`src/rtl/tag_stream_generator.sv`:
```
// tag_stream_generator
// Folds a valid/ready stream of DATA_SIZE-bit beats into one TAG_SIZE-bit
// keyed integrity tag per in_last-delimited message. Each beat is split into
// TAG_SIZE-bit blocks. Every block gets its own flip and rotate-left setting
// from the key register. The transformed blocks are XORed into one value per
// beat, and that value is folded into a rotating accumulator.
// Optional build macro: TAG_VERIFY_EN adds the exp_tag/out_match compare.
// The tag path is the same whether or not the macro is defined.

module tag_stream_generator #(
    parameter int unsigned DATA_SIZE = 32,
    parameter int unsigned TAG_SIZE  = 8,
    localparam int unsigned NB    = DATA_SIZE / TAG_SIZE,
    localparam int unsigned SW    = $clog2(TAG_SIZE),
    localparam int unsigned FW    = 1 + SW,
    localparam int unsigned KEY_W = NB * FW
) (
    input  logic                 clk,
    input  logic                 reset,
    input  logic                 key_load,
    input  logic [KEY_W-1:0]     key_in,
    input  logic                 in_valid,
    output logic                 in_ready,
    input  logic [DATA_SIZE-1:0] in_data,
    input  logic                 in_last,
    output logic                 out_valid,
    input  logic                 out_ready,
    output logic [TAG_SIZE-1:0]  out_tag,
    output logic [15:0]          out_beats,
`ifdef TAG_VERIFY_EN
    input  logic [TAG_SIZE-1:0]  exp_tag,
    output logic                 out_match,
`endif
    output logic                 busy
);

    typedef enum logic {
        ACCUM = 1'b0,
        HOLD  = 1'b1
    } state_t;

    state_t               state_q, state_d;
    logic [KEY_W-1:0]     key_q, key_d;
    logic [TAG_SIZE-1:0]  acc_q, acc_d;
    logic [15:0]          cnt_q, cnt_d;
    logic [TAG_SIZE-1:0]  tag_q, tag_d;
    logic [15:0]          beats_q, beats_d;
`ifdef TAG_VERIFY_EN
    logic                 match_q, match_d;
`endif

    logic [TAG_SIZE-1:0]  beat_v;
    logic [TAG_SIZE-1:0]  acc_next;
    logic [15:0]          cnt_inc;
    logic                 busy_int;
    logic                 key_accept;
    logic                 ready_int;
    logic                 beat_fire;

    // One block: optional bit flip, then rotate left by the key amount.
    // The rotate duplicates the block and keeps the upper half of the shifted
    // result, so an amount of zero returns the flipped block as it is.
    function automatic logic [TAG_SIZE-1:0] xform_blk(
        input logic [TAG_SIZE-1:0] blk,
        input logic [FW-1:0]       fld
    );
        logic [TAG_SIZE-1:0]   flipped;
        logic [2*TAG_SIZE-1:0] dbl;
        flipped = fld[0] ? ~blk : blk;
        dbl     = {flipped, flipped} << fld[FW-1:1];
        return dbl[2*TAG_SIZE-1 -: TAG_SIZE];
    endfunction

    // Beat value: XOR of all transformed blocks of the offered beat.
    always_comb begin
        beat_v = '0;
        for (int unsigned i = 0; i < NB; i++) begin
            beat_v = beat_v ^ xform_blk(in_data[i*TAG_SIZE +: TAG_SIZE],
                                        key_q[i*FW +: FW]);
        end
    end

    // Handshake qualifiers, the accumulator fold and the saturating beat count.
    always_comb begin
        busy_int   = (cnt_q != 16'd0) || (state_q == HOLD);
        key_accept = key_load && !busy_int;
        ready_int  = (state_q == ACCUM) && !key_accept;
        beat_fire  = in_valid && ready_int;
        acc_next   = {acc_q[TAG_SIZE-2:0], acc_q[TAG_SIZE-1]} ^ beat_v;
        cnt_inc    = (cnt_q == 16'hFFFF) ? cnt_q : cnt_q + 16'd1;
    end

    // Next-state logic: key load, beat accumulation, tag capture and hand-off.
    always_comb begin
        state_d = state_q;
        key_d   = key_q;
        acc_d   = acc_q;
        cnt_d   = cnt_q;
        tag_d   = tag_q;
        beats_d = beats_q;
`ifdef TAG_VERIFY_EN
        match_d = match_q;
`endif
        if (key_accept) begin
            key_d = key_in;
        end
        case (state_q)
            ACCUM: begin
                if (beat_fire) begin
                    if (in_last) begin
                        tag_d   = acc_next;
                        beats_d = cnt_inc;
                        acc_d   = '0;
                        cnt_d   = '0;
                        state_d = HOLD;
`ifdef TAG_VERIFY_EN
                        match_d = (acc_next == exp_tag);
`endif
                    end else begin
                        acc_d = acc_next;
                        cnt_d = cnt_inc;
                    end
                end
            end
            HOLD: begin
                if (out_ready) begin
                    state_d = ACCUM;
                end
            end
            default: state_d = ACCUM;
        endcase
    end

    // State registers with synchronous reset; a reset mid-message drops the partial message.
    always_ff @(posedge clk) begin
        if (reset) begin
            state_q <= ACCUM;
            key_q   <= '0;
            acc_q   <= '0;
            cnt_q   <= '0;
            tag_q   <= '0;
            beats_q <= '0;
`ifdef TAG_VERIFY_EN
            match_q <= 1'b0;
`endif
        end else begin
            state_q <= state_d;
            key_q   <= key_d;
            acc_q   <= acc_d;
            cnt_q   <= cnt_d;
            tag_q   <= tag_d;
            beats_q <= beats_d;
`ifdef TAG_VERIFY_EN
            match_q <= match_d;
`endif
        end
    end

    // Outputs. in_ready and busy are forced low while reset is asserted.
    always_comb begin
        in_ready  = ready_int && !reset;
        busy      = busy_int && !reset;
        out_valid = (state_q == HOLD);
        out_tag   = tag_q;
        out_beats = beats_q;
`ifdef TAG_VERIFY_EN
        out_match = match_q;
`endif
    end

endmodule

```
`config.mk`:
```
export PLATFORM = sky130hd
export DESIGN_NAME = tag_stream_generator
export DESIGN_NICKNAME = d
export VERILOG_FILES = /design/src/rtl/tag_stream_generator.sv
export SDC_FILE = /design/constraint.sdc
export NUM_CORES = 1
export LEC_CHECK = 0
export CAP_MARGIN = 0
export CORE_ASPECT_RATIO = 1.2
export CORE_MARGIN = 1
export CORE_UTILIZATION = 30
export DETAILED_ROUTE_END_ITERATION = 7
export GPL_TIMING_DRIVEN = 1
export HOLD_SLACK_MARGIN = 0.08
export PLACE_DENSITY_LB_ADDON = 0.12
export SYNTH_ARGS = -nofsm -noshare
export SYNTH_HDL_FRONTEND = slang
export SYNTH_SLANG_ARGS = --single-unit
```
`constraint.sdc`:
```
create_clock -name clk -period 1.95 [get_ports clk]
set_input_delay 0.39 -clock clk [delete_from_list [all_inputs] [get_ports clk]]
set_output_delay 0.39 -clock clk [all_outputs]
set_load 0.05 [all_outputs]
```
* Yosys cells after proc, flatten, opt, wreduce, memory -nomap -nowiden
Cells that the tools add are included.
** Operators by class
- Shift operators :: 4
- Equality and inequality tests :: 1
- Multiplexer cells :: 11
- Magnitude comparators :: 0
- Bitwise operators :: 9
- Add/sub/neg operators :: 1
- Reduce and logical (&&, ||, !) cells :: 12
- Multiply operators :: 0
- Divide/modulo/power cells :: 0
** Operators with widths (count)
- $shl 16x3->16 :: 4
- $mux 8 :: 5
- $mux 16 :: 2
- $not 8->8 :: 4
- $xor 8x8->8 :: 4
- $add 16x1->16 const B :: 1
- $eq 16x16->1 const B :: 1
- $reduce_bool 16->1 :: 1
- $logic_and 1x1->1 :: 5
- $logic_not 1->1 :: 3
- $mux 1 :: 3
- $reduce_and 3->1 :: 1
- $pmux 1 s2 :: 1
- $reduce_and 2->1 :: 1
- $logic_or 1x1->1 :: 1
- $not 1->1 :: 1
** Word-level totals
- Register bits after elaboration :: 65
- Bits in writable memories :: 0
- Latch bits :: 0
- Word-level logic and storage cells :: 44
- Memories kept :: 0
- Output and inout port bits :: 27
- Bits in read-only memories :: 0

* Logic depth before layout (Yosys ltp)
- Word-level depth :: 9
- Depth in mapped cells :: 9
- Depth with buffers taken out :: 8

* Worst setup path after synthesis
OpenSTA, ideal clock, no wires.
- Path type :: register to output
- From :: register state_q (netlist: out_valid)
- To :: output in_ready
- Arrival time :: 2.272 ns
- Data required time :: 1.560 ns
- Stages on the path, launching flop included :: 7
- Path buffers :: 1
- Setup slack :: -0.712 ns
- Path through :: dfxtp_1 -> nor4_1 -> and4_1 -> nand2_1 -> buf_2 -> nand2_1 -> nor2_1
** On the way
- Word-level cells in the longest chain between the ends :: 6
- Elaborated cells between the ends (all ways) :: 7
- Those cells by class :: bitwise: 1; reduce/logical: 6
** RTL lines
- start: declaration :: line 42 : state_t state_q, state_d;
- start signal: assignment :: line 147 : state_q <= state_d;
- $logic_or 1x1->1 :: line 85 : busy_int = (cnt_q != 16'd0) || (state_q == HOLD);
- $logic_not 1->1 :: line 86 : key_accept = key_load && !busy_int;
- $logic_and 1x1->1 :: line 86
- $logic_not 1->1 :: line 87 : ready_int = (state_q == ACCUM) && !key_accept;
- $logic_and 1x1->1 (*) :: line 87
- $logic_and 1x1->1 (*) :: line 161 : in_ready = ready_int && !reset;
- end: declaration :: line 23 : output logic in_ready,
Every way passes the cells marked *; elsewhere a longest branch is shown, timed or not.

* Worst setup path after layout
- From :: input in_data[15]
- To :: register acc_q[0]
** On the way
- Word-level cells in the longest chain between the ends :: 8
** RTL lines
- start: declaration :: line 24 : input logic [DATA_SIZE-1:0] in_data,
- $not 8->8 :: line 69 : flipped = fld[0] ? ~blk : blk;
- $mux 8 (*) :: line 69
- $shl 16x3->16 (*) :: line 70 : dbl = {flipped, flipped} << fld[FW-1:1];
- $xor 8x8->8 (*) (3 in a row) :: line 78 : beat_v = beat_v ^ xform_blk(in_data[i*TAG_SIZE +: TAG_SIZE],
- $xor 8x8->8 (*) :: line 89 : acc_next = {acc_q[TAG_SIZE-2:0], acc_q[TAG_SIZE-1]} ^ beat_v;
- $mux 8 (*) :: line 110 : if (in_last) begin
- end signal: assignment :: line 139 : acc_q <= '0;
- end signal: assignment :: line 149 : acc_q <= acc_d;
- end: declaration :: line 44 : logic [TAG_SIZE-1:0] acc_q, acc_d;
Marks and branches as above.
A chain may end at the register's enable or synchronous reset.

==> reports/results.ini <==
[status]
run_status = finished with violations
failed_checks = setup timing

[final_layout]
final.fill_count = 1576
design.final.nets = 763
antenna_cells = 0
final_layout_size_suffix_gt1_share_pct = 42.84
area_growth_pct = 54.74
final_cell_count_no_fill = 924

[synthesis]
number_of_nets_produced_by_synthesis = 584
synth-edff-count = 0
synth-async-reset-ratio_pct = 0
syn_std_cell_area_um2 = 5072
sequential_share_of_the_synthesized_area_pct = 25.65
synth_top_cell_by_area = dfxtp_1
post_synth_num_cell_types = 52
post_synth.cell_area_avg_um2 = 9.607
synthesis_warning_total = 0
post_synth_inst_count = 528
netlist.area_leader.share_pct = 25.65
register_bit_count_reported_by_yosys = 65
ys_flop_type = dfxtp_1
synth.top_cells.by_area = dfxtp_1, mux2i_1, mux4_2

[floorplan]
initial_cell_density_of_the_core_pct = 30.93
placement_rows = 51
die_y_um = 144.4
die_area_um2 = 17430
design.core.area_um2 = 16400
horizontal_die_dimension_um = 120.7
num_io_pins = 81

[detailed_routing]
totalWireLength_mm = 15.76
via_per_inst = 5.114
drc = 0
route.detailed.wl_per_inst_um = 17.06
detailedRoute.firstIterationViolations = 212
vias = 4725
drt_pass1_iterations = 4
ant_nets = 0

[placement]
place.port_buffers = 80
dpl.cell_count = 881
routabilityCongestion = 0.8599
detailedPlacementHpwl_mm = 11.83

[critical_path]
start_kind = input pin
crit_path_max_incr_delay_ps = 450
cp_data_arrival_time_ps = 2350
series_of_cell_instances_along_the_critical_path = dlygate4sd2_1, buf_6, mux4_2, mux2i_2, buf_4, xor2_2, xnor3_1, a22oi_2, nor2_1
rr_worst_depth = 7
endpoint_kind = register
timing.setup.critical_path_class = input pin to register
critPathMaxFanout = 4
critical_path.slowest_cell = mux4_2
worst-endpoint-required_ps = 2190

[clock_network]
clock_tree.buffer_depth = 2
clk_root_buffer_cell = clkbuf_16
clock_pin_slew_worst_setup_and_hold_paths_ps = 60
ctsHtreeMaxLevel = 3
cts_inserted_buffers = 9
cts_tree = done
clk-insertion-delay-late_ps = 350
numClockSinks = 65

[timing]
hold_violations = 0
drv_slew = 0
period_share_pct = 108.3
setup_viol = 19
finalSetupTns_ps = -1300
timing.fmax_mhz = 473.7
fin_worst_skew_ps = 8.203
grt_setup_unrepaired = yes
worst_slew_margin_rel_pct = 66.26
shortest_period_the_worst_path_allows_ps = 2111
worst_pin_slew_ps = 504.5
final_worst_setup_slack_ps = -160.9

[power]
internal_power_mw = 3.710
vdd_ir_drop_max_uv = 422.6
power_frac_comb_pct = 41.2
netSwitchingPower_mw = 1.796
power.switching_fraction_pct = 32.62
power.share.sequential_pct = 27.5
power.static_leakage_nw = 3.175
pwr-share-clk_pct = 31.3
power.density_nw_per_um2 = 701.4

[grt]
grt_start_max_net_pins = 20
first_global_vias = 4666
global_route.usage.total_pct = 18.18
overflow = 0
grt_pass1_wl_mm = 23.96
antenna_violations_before_repair = 0

[worst_hold_path]
whs_path_depth = 2
hold_path.class = input pin to register

[job]
max_cap_violations = 0

## layer usage
metal	up-vias	wire, µm	GRT usage [%]
met5	-	0	0
met4	0	342	7.472
met3	23	590	2.997
met2	108	8640	34.79
met1	2293	6186	19.70
li1	2301	-	-
## synthesized netlist by cell type, types with 3 or more instances
master and n:
xnor3_1 7, mux4_1 9, o21ai_0 8, nand4_1 17, nand3_1 27, mux2_2 6
buf_2 8, buf_4 6, nor2b_1 3, mux2i_1 71, and3_1 6, nand2_1 35
clkbuf_1 21, a211oi_1 9, dfxtp_1 65, xnor2_1 33, nor4_1 4, a21oi_1 23
buf_6 8, mux4_2 21, nand2b_1 3, a22oi_1 7, and4_1 6, inv_1 7
nor2_1 50, xor2_1 15, nor3_1 8, nor3b_1 3, nand3b_1 12
## cell type report
cell class,instances,area (µm²),share of cell area (%)
clock inverter,2,35.03,0.4464
sequential,65,1331,16.96
multi-input combinational,412,4006,51.04
clock buffer,14,274.0,3.491
tap,212,265.3,3.380
inverter,7,26.28,0.3348
timing repair buffer,212,1911,24.34
## stage by stage
step                area [µm²]  setup slack [ps]  hold WS, ps  util [%]  total power, mW
floorplan                 5100            -56.96        470.1         -            2.811
global placement          6688            -612.0        448.6     40.78            3.409
detailed placement        6688            -656.0        455.4     40.78            3.437
CTS                       7398            -163.9        441.1     45.11            5.377
global route              7849            -246.0        462.7     47.86            5.772
finish                    7849            -160.9        448.3     47.86            5.505
## critical path: cells and delay by family
kind,cells,cell delay [ps]
muxes,2,640
xor gates and xnor gates,2,580
buffers and inverters,3,540
AOI/OAI and AO/OA,1,140
and+or+nand+nor,1,60
## timing repair
item / CTS / global route
resized for setup: 110 / 71
endpoints found under the hold margin: 0 / 0
cloned: 1 / 2
hold buffers: 0 / 0
endpoints found under the setup margin: 39 / 52
pin swaps: 27 / 39
buffers inserted: 11 / 16
## cells in the final DEF, fill, tap and decap left out, types with 5 or more instances in the layout
master           synthesis  routed
nand4_1                 17      17
mux2i_2                  0       7
buf_12                   0       6
dfxtp_1                 65      53
buf_6                    8      17
nor2_1                  50      36
mux2_2                   6       6
nor2_2                   0       9
inv_1                    7       5
xnor3_1                  7       7
xnor2_2                  1      12
clkdlybuf4s50_1          0      28
o21ai_0                  8       8
a21oi_1                 23      17
nor2_4                   0       5
and3_1                   6       5
a211oi_2                 0       5
mux4_2                  21      28
xor2_2                   0       7
dfxtp_4                  0       6
xnor2_1                 33      18
xor2_1                  15       8
buf_4                    6     121
dlygate4sd2_1            0      30
dfxtp_2                  0       6
mux2i_1                 71      60
nand2_2                  0       5
nand2_1                 35      28
a21oi_2                  2       8
nand3_1                 27      27
nand3b_1                12      12
clkbuf_16                0      10
## cell families (layout without fill, tap and decap cells)
family / after synthesis / after routing / share of synthesized area (%)
adder cells (fa/ha/maj): 2 / 2 / 0.4933
flip-flops: 65 / 65 / 25.65
buffers and inverters: 51 / 235 / 5.624
AO/OA/AOI/OAI: 62 / 62 / 8.116
multiplexers: 107 / 107 / 29.33
AND/OR/NAND/NOR: 184 / 184 / 18.60
XOR/XNOR: 57 / 57 / 12.19
## power by group through the flow
stage / combinational (mW) / clock, mW / sequential, mW
final: 2.27 / 1.72 / 1.52
after global routing: 2.41 / 1.84 / 1.53
after CTS: 2.10 / 1.76 / 1.52
after detailed placement: 1.89 / 0 / 1.55
after global placement: 1.87 / 0 / 1.54
after floorplan: 1.18 / 0 / 1.63
## path summary, 6_finish.rpt
| kind | startpoint | end | slack [ps] |
|---|---|---|---|
| max | in_data[15] | acc_q[0] | -160 |
| min | reset | key_q[4] | 450 |
| max reg2reg | key_q[7] | acc_q[0] | -160 |
| min reg2reg | out_beats[0] | out_beats[0] | 460 |
## sequential cells by signal, indices dropped and copies added (netlist names)
register,cells
cnt_q,16
key_q,16
out_beats,16
acc_q,8
out_tag,8
out_valid,1
(Power assumes the default switching activity.)
==> patch, RTL diff (same settings) <==
Change the parameter `TAG_SIZE` from 8 to 16.
--- a/src/rtl/tag_stream_generator.sv
+++ b/src/rtl/tag_stream_generator.sv
@@ -9,7 +9,7 @@
 
 module tag_stream_generator #(
     parameter int unsigned DATA_SIZE = 32,
-    parameter int unsigned TAG_SIZE  = 8,
+    parameter int unsigned TAG_SIZE  = 16,
     localparam int unsigned NB    = DATA_SIZE / TAG_SIZE,
     localparam int unsigned SW    = $clog2(TAG_SIZE),
     localparam int unsigned FW    = 1 + SW,
Interface: changed (resized key_in and out_tag); port bits go from 81 to 83. No check against the original RTL was run, so the function may have changed too.
==> patch against the original RTL <==
The run still ends with setup timing left. First-iteration DRC count shrank 11%. Power is 23% higher. Cell area up 19%. Sequential power increased by 12%. Sequential cell count is 10 higher. Combinational power grew 32%. Fmax decreased by 4.4%. Area after synthesis grew 12%. Count of clock-buffer cells in the layout decreased by 3. Non-clock buffer count rose by 10. Wire length increased by 25%. Synthesized cell count is 18% higher. Worst setup slack worse by 0.098 ns.
==> patch: results (changes against the original RTL) <==
Global route
  – Met2 Track Usage GR: 0.348 (about the same)
  – Largest net degree at the start of global routing: 29 (+45%)
  – Global Route met1 Usage: 0.251 (+0.0536)
  – Met3 GRT Util: 0.0284 (-0.00162)
  – All-Layer GR Usage: 0.199 (+0.0173)
  – Global-route wire length before repair: 30.2 mm (+26%)

Logic synthesis
  – Register area share after synthesis: 0.263 (+0.00668)
  – Most frequent cells after synthesis: mux2i_1 (86), dfxtp_1 (75), nand2_1 (49), xnor2_1 (49), nand3_1 (42)
  – Netlist cell types: 47 (-9.6%)
  – Dominant cells by area after synthesis: dfxtp_1 (26%), mux2i_1 (15%), mux4_2 (11%)
  – Post-Syn Nets: 671 (+15%)
  – Compound-gate portion of the synthesized area: 0.112 (+0.0307)
  – Post-synthesis adder-cell area fraction: 0.00439 (-0.000546)
  – Average cell area after synthesis: 9.19 um2 (-4.4%)
  – Mux share of post-synthesis cell area: 0.313 (+0.0195)

Status
  – Status: finished with violations
  – Violated checks: setup timing

Placement
  – PortBufs: 82 (+2.5%)
  – GP Congestion: 0.835 (-2.9%)
  – Dpl cell area: 0.00754 mm2 (+13%)
  – Setup WS pre-CTS: -0.910 ns (-0.254 ns)
  – Placed cell count: 1015 (+15%)
  – HPWL Detailed: 14.0 mm (+19%)

Power
  – Static leakage: 3.65 nW (+15%)

STA
  – Setup TNS: -7.55 ns (-6.25 ns)
  – Final worst slack: -0.258 ns (-0.0976 ns)
  – Hold WS: 0.432 ns (-0.0161 ns)
  – Slew HR: 0.663 (about the same)
  – Final Skew: 0.00987 ns (+0.00166 ns)
  – Setup-failing EPs final: 61 (+42)

Setup path
  – Reg2reg path depth: 9 (+2)
  – Crit-path max FO: 3 (-1)
  – Crit path DAT: 1.82 ns (-0.53 ns)
  – RR Endpoint: acc_q[14]

Finish
  – Fraction of layout cells with a size suffix above 1: 0.486 (+0.0580)
  – Fillcell total: 1725 (+9.5%)

Hold path
  – Min-Delay Endpoint: key_q[2]

Drt
  – Routed wire length: 19.6 mm (+25%)
  – DR vias: 5506 (+17%)
  – Routed wire per std cell: 18.5 um (+8.7%)
patch: cell types whose count changed after synthesis, sizes merged, moves of 8 or more:
cell,before,now
nand2,35,49
nand3b,12,3
xnor3,8,0
xnor2,34,49
nand3,27,42
nand4,17,4
dfxtp,65,75
a211oi,9,19
nor2,50,36
mux2i,71,86
o21ai,8,38
patch: how the worst max path moves through the flow:
| stage | cells after the start | slack, ns | startpoint | to |
|---|---|---|---|---|
| after floorplan | 8 | -0.10 | cnt_q[0] | in_ready |
| after global placement | 7 | -0.88 | in_data[6] | out_tag[9] |
| after CTS | 9 | -0.26 | key_q[7] | out_tag[14] |
| after detailed placement | 7 | -0.91 | in_data[6] | out_tag[9] |
| final | 8 | -0.26 | cnt_q[0] | in_ready |
| after global routing | 9 | -0.34 | key_q[7] | acc_q[14] |
patch: worst max-delay path, cell delays in order (launching register included):
cell and delay, ns:
dfxtp_2 0.33, inv_2 0.07, ha_4 0.13, nor4b_4 0.20, and4_4 0.29, buf_6 0.11, and2_4 0.15, nor3_4 0.04
buf_6 0.16
patch: area by class of cell:
class                      instances  area, um2  share of cell area
clock inverter                     5        125              0.0134
clock buffer                      11        233              0.0249
sequential                        75       1510               0.162
timing repair buffer             222       2160               0.231
multi-input combinational        488       4960               0.532
tap                              252        315              0.0338
inverter                           7       26.3             0.00282
patch: cell families (layout without fill, tap and decap cells):
logic type / after synthesis / count (layout)
mux: 132 / 132
compound gates: 107 / 107
buf+inv: 58 / 245
simple gates: 176 / 176
flops: 75 / 75
xor+xnor: 71 / 71
fa+ha+maj: 2 / 2
patch: repair_timing:
item / in CTS / in global routing
setup endpoints to repair: 78 / 69
pin swaps: 39 / 63
resized for setup: 145 / 132
cloned: 3 / 4
setup buffers: 12 / 14
patch: where the power goes:
group,internal [mW],switching (mW)
Sequential,1.63,0.0787
Clock,1.38,0.675
Combinational,1.50,1.49
patch: per-layer routing:
metal,vias to the layer above,wire length (um)
li1,2641,-
met1,2728,8360
met2,118,10100
met3,19,817
met4,0,340
met5,-,0
